## config.mk

```make
export PLATFORM = sky130hd
export DESIGN_NAME = pac_sprite_anim
export DESIGN_NICKNAME = d
export VERILOG_FILES = /design/src/rtl/pac_anim_pkg.sv /design/src/rtl/pac_sprite_anim_frame_timer.sv /design/src/rtl/pac_sprite_anim.sv
export SDC_FILE = /design/constraint.sdc
export NUM_CORES = 1
export LEC_CHECK = 0
export CAP_MARGIN = 20
export CORE_MARGIN = 2
export CORE_UTILIZATION = 56
export CTS_CLUSTER_DIAMETER = 30
export DETAILED_ROUTE_END_ITERATION = 10
export DONT_BUFFER_PORTS = 1
export PLACE_DENSITY = 0.75
export SETUP_SLACK_MARGIN = 0.02
export SYNTH_ARGS = -nofsm -noshare
export SYNTH_HDL_FRONTEND = slang
export SYNTH_SLANG_ARGS = --single-unit
```

## constraint.sdc

```tcl
create_clock -name clk -period 4.7 [get_ports clk]
set_input_delay 0.235 -clock clk [delete_from_list [all_inputs] [get_ports clk]]
set_output_delay 0.235 -clock clk [all_outputs]
set_load 0.05 [all_outputs]
```

## src/rtl/pac_anim_pkg.sv

```systemverilog
// Shared types and helpers for the Pac-Man sprite animation controller.
package pac_anim_pkg;

  typedef enum logic [1:0] {IDLE, MOVE, DEATH, WON} anim_state_t;
  typedef enum logic [1:0] {DIR_RIGHT, DIR_LEFT, DIR_UP, DIR_DOWN} dir_t;

  typedef struct packed {
    logic valid;
    dir_t dir;
  } dir_dec_t;

  localparam int SPRITE_CIRCLE = 0;

  // X motion wins over Y; any nonzero magnitude counts as movement.
  function automatic dir_dec_t dir_decode(input logic [9:0] motion_x, input logic [9:0] motion_y);
    dir_dec_t d;
    d.valid = 1'b1;
    d.dir   = DIR_RIGHT;
    if (motion_x[9])              d.dir = DIR_LEFT;
    else if (motion_x != 10'd0)   d.dir = DIR_RIGHT;
    else if (motion_y[9])         d.dir = DIR_UP;
    else if (motion_y != 10'd0)   d.dir = DIR_DOWN;
    else                          d.valid = 1'b0;
    return d;
  endfunction

endpackage

```

## src/rtl/pac_sprite_anim_frame_timer.sv

```systemverilog
// Animation frame timer: counts 0..FRAME_TICKS-1, holds while frozen, clears on request.
// tick is the internal frame-boundary event; frame_tick is its registered copy.
module anim_frame_timer #(
  parameter int FRAME_TICKS = 5_000_000
) (
  input  logic clk,
  input  logic reset,
  input  logic freeze,
  input  logic clear,
  output logic tick,
  output logic frame_tick
);

  localparam int            CW   = $clog2(FRAME_TICKS);
  localparam logic [CW-1:0] LAST = CW'(FRAME_TICKS - 1);

  logic [CW-1:0] count;

  assign tick = !freeze && !clear && (count == LAST);

  always_ff @(posedge clk) begin
    if (!reset) begin
      count      <= '0;
      frame_tick <= 1'b0;
    end else begin
      frame_tick <= tick;
      if (clear || tick) count <= '0;
      else if (!freeze)  count <= count + CW'(1);
    end
  end

endmodule

```

## src/rtl/pac_sprite_anim.sv

```systemverilog
// Pac-Man sprite animation controller: ping-pong mouth cycling, death sequence, won hold, freeze.
// Optional PAC_HOLD_DIR_EN: a stop keeps facing the last direction with the mouth wide open.
module pac_sprite_anim
  import pac_anim_pkg::*;
#(
  parameter int FRAME_TICKS  = 5_000_000,
  parameter int MOUTH_FRAMES = 3,
  parameter int DEATH_FRAMES = 8,
  parameter int CODE_W       = 5
) (
  input  logic              clk,
  input  logic              reset,
  input  logic [9:0]        motion_x,
  input  logic [9:0]        motion_y,
  input  logic              won,
  input  logic              die,
  input  logic              freeze,
  output logic [CODE_W-1:0] sprite_code,
  output logic [1:0]        dir,
  output logic              death_done,
  output logic              frame_tick
);

  localparam int                FW         = (MOUTH_FRAMES > 1) ? $clog2(MOUTH_FRAMES) : 1;
  localparam int                DW         = (DEATH_FRAMES > 1) ? $clog2(DEATH_FRAMES) : 1;
  localparam logic [FW-1:0]     FRAME_MAX  = FW'(MOUTH_FRAMES - 1);
  localparam logic [DW-1:0]     DEATH_LAST = DW'(DEATH_FRAMES - 1);
  localparam logic [CODE_W-1:0] DEATH_BASE = CODE_W'(1 + 4 * MOUTH_FRAMES);
  localparam logic [CODE_W-1:0] CIRCLE     = CODE_W'(SPRITE_CIRCLE);

  anim_state_t   state;
  dir_t          dir_r;
  logic [FW-1:0] frame, step_frame;
  logic          pp_up, step_up;
  logic [DW-1:0] dframe;
  dir_dec_t      dec;
  logic          tick, start_death;

  function automatic logic [CODE_W-1:0] move_code(input dir_t d, input logic [FW-1:0] f);
    return CODE_W'(1 + int'(d) * MOUTH_FRAMES + int'(f));
  endfunction

  assign dec         = dir_decode(motion_x, motion_y);
  assign start_death = die && (state != DEATH);
  assign dir         = dir_r;

  anim_frame_timer #(.FRAME_TICKS(FRAME_TICKS)) u_timer (
    .clk        (clk),
    .reset      (reset),
    .freeze     (freeze),
    .clear      (start_death),
    .tick       (tick),
    .frame_tick (frame_tick)
  );

  // Ping-pong: turn around at either end of the mouth range.
  always_comb begin
    step_up    = pp_up;
    step_frame = frame;
    if (pp_up && frame == FRAME_MAX) begin
      step_up    = 1'b0;
      step_frame = frame - FW'(1);
    end else if (!pp_up && frame == '0) begin
      step_up    = 1'b1;
      step_frame = frame + FW'(1);
    end else if (pp_up) begin
      step_frame = frame + FW'(1);
    end else begin
      step_frame = frame - FW'(1);
    end
  end

  // sprite_code is loaded alongside the state it describes.
  always_ff @(posedge clk) begin
    if (!reset) begin
      state       <= IDLE;
      frame       <= '0;
      pp_up       <= 1'b1;
      dframe      <= '0;
      dir_r       <= DIR_RIGHT;
      sprite_code <= CIRCLE;
      death_done  <= 1'b0;
    end else begin
      death_done <= 1'b0;
      if (start_death) begin
        state       <= DEATH;
        dframe      <= '0;
        sprite_code <= DEATH_BASE;
      end else if (won && (state == IDLE || state == MOVE)) begin
        state       <= WON;
        frame       <= '0;
        sprite_code <= CIRCLE;
      end else if (tick) begin
        case (state)
          IDLE: begin
            if (dec.valid) begin
              state       <= MOVE;
              dir_r       <= dec.dir;
              frame       <= FW'(1);
              pp_up       <= 1'b1;
              sprite_code <= move_code(dec.dir, FW'(1));
            end
          end
          MOVE: begin
            if (!dec.valid) begin
`ifdef PAC_HOLD_DIR_EN
              frame       <= FRAME_MAX;
              pp_up       <= 1'b0;
              sprite_code <= move_code(dir_r, FRAME_MAX);
`else
              state       <= IDLE;
              frame       <= '0;
              sprite_code <= CIRCLE;
`endif
            end else begin
              dir_r       <= dec.dir;
              frame       <= step_frame;
              pp_up       <= step_up;
              sprite_code <= move_code(dec.dir, step_frame);
            end
          end
          DEATH: begin
            if (dframe == DEATH_LAST) begin
              state       <= IDLE;
              frame       <= '0;
              dframe      <= '0;
              dir_r       <= DIR_RIGHT;
              death_done  <= 1'b1;
              sprite_code <= CIRCLE;
            end else begin
              dframe      <= dframe + DW'(1);
              sprite_code <= DEATH_BASE + CODE_W'(dframe + DW'(1));
            end
          end
          WON: begin
            if (!won) state <= IDLE;
          end
          default: state <= IDLE;
        endcase
      end
    end
  end

endmodule

```

==> summary.txt, run 1 <==
Layout
  • Post-layout util: around 63%
  • Final net count: between 300 and 400
  • Layout cells sized above 1: under 10%
  • Synth-to-layout area growth: 5.79%
  • Diodes inserted: 0
  • Finished layout cell area: 0.00256 mm²

Die
  • Initial Util: 59.2%
  • # rows: 23
  • # IOs: 34
  • Die ar.: approximately 0.0049 mm²
  • Die Wd: between 60 and 70 µm
  • Die span in y: 69.8 µm
  • Core area: slightly above 0.004 mm²

Critical path
  • Startpoint Class: flop
  • Data arrival time of the critical path: around 3200 ps
  • Worst R2R End: u_timer.count[15]
  • Reg2Reg Launch Point: state[0]
  • CP Class: reg -> reg
  • CP endpoint kind: flop
  • Critical Path RT: between 4000 and 5000 ps
  • Worst reg-to-reg setup slack: 1620 ps
  • Worst Reg-to-Reg Cells: 7
  • Worst-path fanout max: 22

Routing
  • ANT nets after route: 0
  • Routed wire per std cell: roughly 15 µm
  • DRT iter0 DRCs: 160
  • Final wirelength: a little over 5000 µm
  • Met3 WL post-DR: roughly 250 µm
  • M1 wire length: between 2000 and 2500 µm
  • DRT Pass-1 Iters: 4
  • Post-route DRC: 0
  • Via count: slightly above 2000
  • Routed wl met2: approximately 2500 µm
  • Max layer used: met4
  • Vias per inst: approximately 5.9

Yosys
  • #FFs+latches synth: 40
  • Syn Inst Count: 295
  • Main combinational cell family by area after synthesis: simple AND/OR/NAND/NOR gates
  • Synth Area in XOR/XNOR: 9.04%
  • Post-synth ARST share: 0%
  • Sequential element share of the synthesized area: between 30 and 40%
  • Distinct cells, synth: 50
  • Synth top area cells: dfxtp_1 (33%), ha_1 (8.3%), nor2_1 (7.6%), xnor2_1 (5.4%), xor2_1 (3.6%)
  • Compound-Gate Fraction of Synth Area: 12.5%
  • Synth top cells by count: nor2_1 (49), dfxtp_1 (40), nand2_1 (22)
  • Most numerous cell in the Yosys netlist: nor2_1
  • Top cell type's share of synthesized area: between 30% and 40%
  • Synth Area in Simple Gates: between 20% and 30%
  • Ys Warns: 0
  • Post-Syn Nets: about 340
  • Multiplexer share of the synthesized area: around 2.5%
  • Leading area contributor after synthesis: dfxtp_1
  • EDFF count, synth: 0
  • Syn avg cell area: ~8 µm²
  • Post-Syn Area: roughly 0.0024 mm²
  • Post-Synth Adder-Cell Area: roughly 9.1%
  • Most used DFF post-synth: dfxtp_1

Min path
  • Hold path start: reset
  • Hold Crit Depth: 1
  • Hold Crit Class: in -> reg
  • Hold Path Sink: state[1]

Clock tree
  • Num CTS Buffers: 5
  • Max clock buf depth: 2
  • Sink Count: 40
  • Post-CTS Setup Repair Bufs: 0
  • Post-CTS sizing: 0
  • Clock slew at reported path FFs: about 70 ps
  • CTS tree: yes
  • CTS Hold Bufs: 1
  • Worst skew pair latency: 290 ps
  • H-tree depth: 2
  • Root buf cell: clkbuf_8

Place
  • Dpl cell area: ~0.0025 mm²
  • Gp weighted congestion: 0.927
  • Port Buf Inserts: 0
  • Post-detail-place hpwl: between 3000 and 4000 µm

STA
  • Setup_tns: 0 ps
  • Period minus WS final: about 3000 ps
  • Worst slew pin tran: between 800 and 900 ps
  • Final hold vios: 0
  • Fmax: ~0.32 GHz
  • RSZ-0062 raised after global routing: no
  • Pins over their slew limit: 0
  • Final setup fails: 0
  • Slew margin rel.: between 40% and 50%
  • Final Cycle Share: between 60% and 70%
  • Clock skew: about 5.8 ps
  • WHS: between 50 and 60 ps

Power
  • Total power draw: ~750 µW
  • Clock network power share: between 30% and 40%
  • Power per Cell Area: 292 mW/mm²
  • P_leak: 0.000927 µW
  • Sequential share of power: roughly half
  • P_int: around 520 µW
  • Psw: 225 µW
  • Logic pwr share: between 10% and 20%
  • Switching share of power: 30.0%
  • VDD IR max: around 0.00025 V

Flow run
  • Max-Cap Viols: 0

Global route
  • First-pass GRT wire length: between 8000 and 9000 µm
  • Antenna violations before repair: 0
  • GRT overflow: 0
  • Vias in the first global route: roughly 2000
  • Largest net degree at the start of global routing: 23
  • Overall routing resource usage: 22.6%

Run status
  • Status: finished, final reports clean
## metrics by stage
stage | cells | setup slack (ps)
after global placement | 338 | 1750
after floorplan | 295 | 2220
after CTS | 346 | 1620
after detailed placement | 338 | 1630
after global routing | 346 | 1320
final | 346 | 1620
## flip-flops by register name, summed over array words and instances, names as in the netlist
name / count
dframe: 3
u_timer.count: 23
sprite_code: 5
u_timer.frame_tick: 1
dir: 2
frame: 2
death_done: 1
state: 2
pp_up: 1
## cell type report
class	count	area [µm²]
fill	371	1530
multi-input combinational	230	1520
sequential	40	801
clock buffer	7	96.3
inverter	18	67.6
tap	50	62.6
timing repair buffer	1	10.0
## cells by family (layout without fill, tap and decap cells)
family                     after synthesis  count (layout)
DFF                                     40              40
and+or+nand+nor                        141             141
buffers and inverters                   25              26
adders and majority gates               17              17
muxes                                    6               6
AOI/OAI and AO/OA                       41              41
xor gates and xnor gates                25              25
## worst max path at each step
stage	cells past startpoint	slack, ps	to	from
after CTS	7	1620	u_timer.count[0]	state[0]
final	7	1620	u_timer.count[15]	state[0]
after floorplan	9	2220	dir[0]	state[0]
after global routing	7	1320	u_timer.count[1]	state[0]
after detailed placement	7	1630	u_timer.count[18]	state[0]
after global placement	7	1750	u_timer.count[19]	state[0]
## cells in the final DEF, fill, tap and decap left out, types with 3 or more instances in the layout
cell	n
a211oi_1	6
a21oi_1	11
and2_1	3
and3_1	5
clkbuf_8	7
dfxtp_1	40
ha_1	16
inv_1	18
mux2i_1	6
nand2_1	22
nand2b_1	4
nand3_1	15
nand4_1	4
nand4b_1	4
nor2_1	49
nor2b_1	4
nor3_1	7
nor4_1	8
o211ai_1	4
o21a_1	3
xnor2_1	15
xor2_1	10
## per-layer routing
metal  vias to the layer above  GRT usage (%)
met5                         -              0
met4                         0           7.91
met3                         9           3.78
met2                        58           38.1
met1                       938           29.1
li1                       1040              -
## critical path: stages, from the launching register on
cell and delay, ps:
dfxtp_1 350, inv_1 90, ha_1 420, nor2b_1 180
or3_4 440, or4_1 680, nand3_1 660, nor2_1 120
## power groups by stage
stage	Sequential, µW	Combinational (µW)	Clock, µW
floorplan	380	101	0
global placement	381	123	0
detailed placement	382	125	0
CTS	374	126	257
global route	375	142	271
finish	373	128	248
(Power assumes the default switching activity.)
==> inputs of run 2 (changes only) <==
==> constraint.sdc (replaced) <==
create_clock -name clk -period 3.06 [get_ports clk]
set_input_delay 0.153 -clock clk [delete_from_list [all_inputs] [get_ports clk]]
set_output_delay 0.153 -clock clk [all_outputs]
set_load 0.05 [all_outputs]
==> summary.txt, run 2 (synthesis results as in run 1) <==
STA
  • Pins over their slew limit: 0 (unchanged)
  • Final Cycle Share: 86.7% (was 65.5%)
  • Final hold vios: 0 (unchanged)
  • Worst slew pin tran: 706 ps (was 820 ps)
  • Period minus WS final: 2650 ps (was 3080 ps)
  • RSZ-0062 raised after global routing: no (unchanged)
  • Slew margin rel.: 52.6% (was 45.2%)
  • Setup_tns: 0 ps (unchanged)
  • Fmax: 0.377 GHz (was 0.325 GHz)
  • Final setup fails: 0 (unchanged)
  • Clock skew: 7.81 ps (was 5.77 ps)

Power
  • Psw: 361 µW (was 225 µW)
  • Sequential share of power: 47.4% (was 49.9%)
  • Clock network power share: 36.0% (was 33.1%)
  • Power per Cell Area: 466 mW/mm² (was 292 mW/mm²)
  • Total power draw: 1210 µW (was 749 µW)
  • P_int: 850 µW (was 524 µW)
  • Logic pwr share: 16.6% (was 17.1%)
  • Switching share of power: 29.8% (was 30.0%)
  • P_leak: 0.000945 µW (was 0.000927 µW)
  • VDD IR max: 0.000342 V (was 0.000250 V)

Clock tree
  • CTS tree: yes (unchanged)
  • Max clock buf depth: 2 (unchanged)
  • Root buf cell: clkbuf_8 (unchanged)
  • Clock slew at reported path FFs: 80 ps (was 70 ps)
  • H-tree depth: 2 (unchanged)
  • Num CTS Buffers: 5 (unchanged)
  • Sink Count: 40 (unchanged)
  • Worst skew pair latency: 300 ps (was 290 ps)

Global route
  • GRT overflow: 0 (unchanged)
  • Antenna violations before repair: 0 (unchanged)
  • Largest net degree at the start of global routing: 14 (was 23)
  • Overall routing resource usage: 22.6% (about the same)
  • Vias in the first global route: 1927 (was 1992)
  • First-pass GRT wire length: 8830 µm (was 8940 µm)

Critical path
  • CP Class: reg -> reg (unchanged)
  • Data arrival time of the critical path: 2840 ps (was 3230 ps)
  • Startpoint Class: flop (unchanged)
  • Critical Path RT: 3240 ps (was 4850 ps)
  • CP endpoint kind: flop (unchanged)
  • Worst-path fanout max: 9 (was 22)

Routing
  • Final wirelength: 5270 µm (was 5150 µm)
  • Routed wire per std cell: 15.1 µm (was 14.9 µm)
  • DRT Pass-1 Iters: 4 (unchanged)
  • Post-route DRC: 0 (unchanged)
  • Vias per inst: 5.95 (was 5.91)
  • DRT iter0 DRCs: 215 (was 160)
  • Via count: 2081 (was 2045)
  • ANT nets after route: 0 (unchanged)

Layout
  • Most common cell after layout, fill and taps aside: nor2_1 (unchanged)
  • Max FFs per register: 23 (unchanged)
  • Diodes inserted: 0 (unchanged)
  • Most frequent cells in the layout: nor2_1 (49), dfxtp_1 (40), nand2_1 (22) (unchanged)
  • Fillers: 358 (was 371)
  • Register Area: 801 µm² (unchanged)
  • Finished layout cell area: 0.00260 mm² (was 0.00256 mm²)
  • Synth-to-layout area growth: 7.34% (was 5.79%)
  • Final net count: 341 (was 338)
  • Top Registers: u_timer.count (23), sprite_code (5), dframe (3) (unchanged)
  • Layout cells sized above 1: 6.33% (was 5.07%)
  • Area occupied by multi-input gates: 0.00152 mm² (unchanged)
  • Biggest register: u_timer.count (unchanged)

Die
  • Die ar.: 0.00487 mm² (unchanged)
  • Initial Util: 59.2% (unchanged)
  • # IOs: 34 (unchanged)
  • Die Wd: 69.8 µm (unchanged)
  • Die span in y: 69.8 µm (unchanged)
  • Core area: 0.00409 mm² (unchanged)
  • # rows: 23 (unchanged)

Min path
  • Hold Crit Class: in -> reg (unchanged)

Place
  • Port Buf Inserts: 0 (unchanged)
  • Dpl cell area: 0.00248 mm² (was 0.00245 mm²)
  • Post-detail-place hpwl: 3980 µm (was 3940 µm)
  • Gp weighted congestion: 0.931 (was 0.927)

Run status
  • Status: finished, final reports clean (unchanged)

Flow run
  • Max-Cap Viols: 0 (unchanged)
run 2: cell types whose count changed in the layout (fill, tap and decap cells not counted), sizes merged:
cell / previous run / this run
buf: 0 / 3
clkbuf: 7 / 5
bufinv: 0 / 1
clkinv: 0 / 1
clkinvlp: 0 / 1
run 2: worst paths after layout:
kind                      end  depth (start not counted)       from  slack (ps)
max                    dir[1]                          8   state[0]         410
min          u_timer.count[0]                          2     freeze           6
max reg2reg            dir[1]                          8   state[0]         410
min reg2reg         dframe[0]                          2  dframe[0]         510
run 2: cell type report:
cell class              count  area share, %
flip-flops and latches     40           30.8
clock inverters             3           1.64
repair buffers              4           1.25
multi-input cells         230           58.6
clock buffers               5           2.65
inverters                  18           2.60
well taps                  50           2.41
run 2: critical path: stages, from the launching register on:
cell	delay [ps]
dfxtp_1	410
inv_1	100
ha_1	280
or2_2	340
and2_1	270
or3_1	350
a2111oi_2	500
mux2i_1	240
nor2_1	50
run 2: per-stage QoR:
| stage | hold WS [ps] | setup WS (ps) | cells | utilization, % |
|---|---|---|---|---|
| 2_1_floorplan | 215 | 582 | 295 | - |
| 3_3_place_gp | 218 | 400 | 341 | 60.6 |
| 3_5_place_dp | 220 | 341 | 341 | 60.6 |
| 4_1_cts | 1.97 | 402 | 350 | 63.6 |
| 5_1_grt | 36.8 | 251 | 350 | 63.6 |
| 6_report | 5.62 | 406 | 350 | 63.6 |
run 2: what timing repair did:
item	in CTS	in global routing
hold buffers	1	0
endpoints found under the setup margin	0	0
setup buffers	0	0
endpoints found under the hold margin	3	0
gates resized for setup	0	0
run 2: power by group through the flow:
stage                     sequential [µW]  combinational [µW]  clock [µW]
after global placement                585                 195           0
final                                 574                 202         436
after global routing                  576                 223         470
after detailed placement              586                 196           0
after floorplan                       583                 155           0
after CTS                             574                 198         440
run 2: routing by layer:
layer / global-route usage, % / vias to the layer above / wire length [µm]
met5: 0 / - / 0
met4: 6.41 / 0 / 64
met3: 5.38 / 8 / 331
met2: 37.5 / 71 / 2490
met1: 29.4 / 954 / 2390
li1: - / 1048 / -
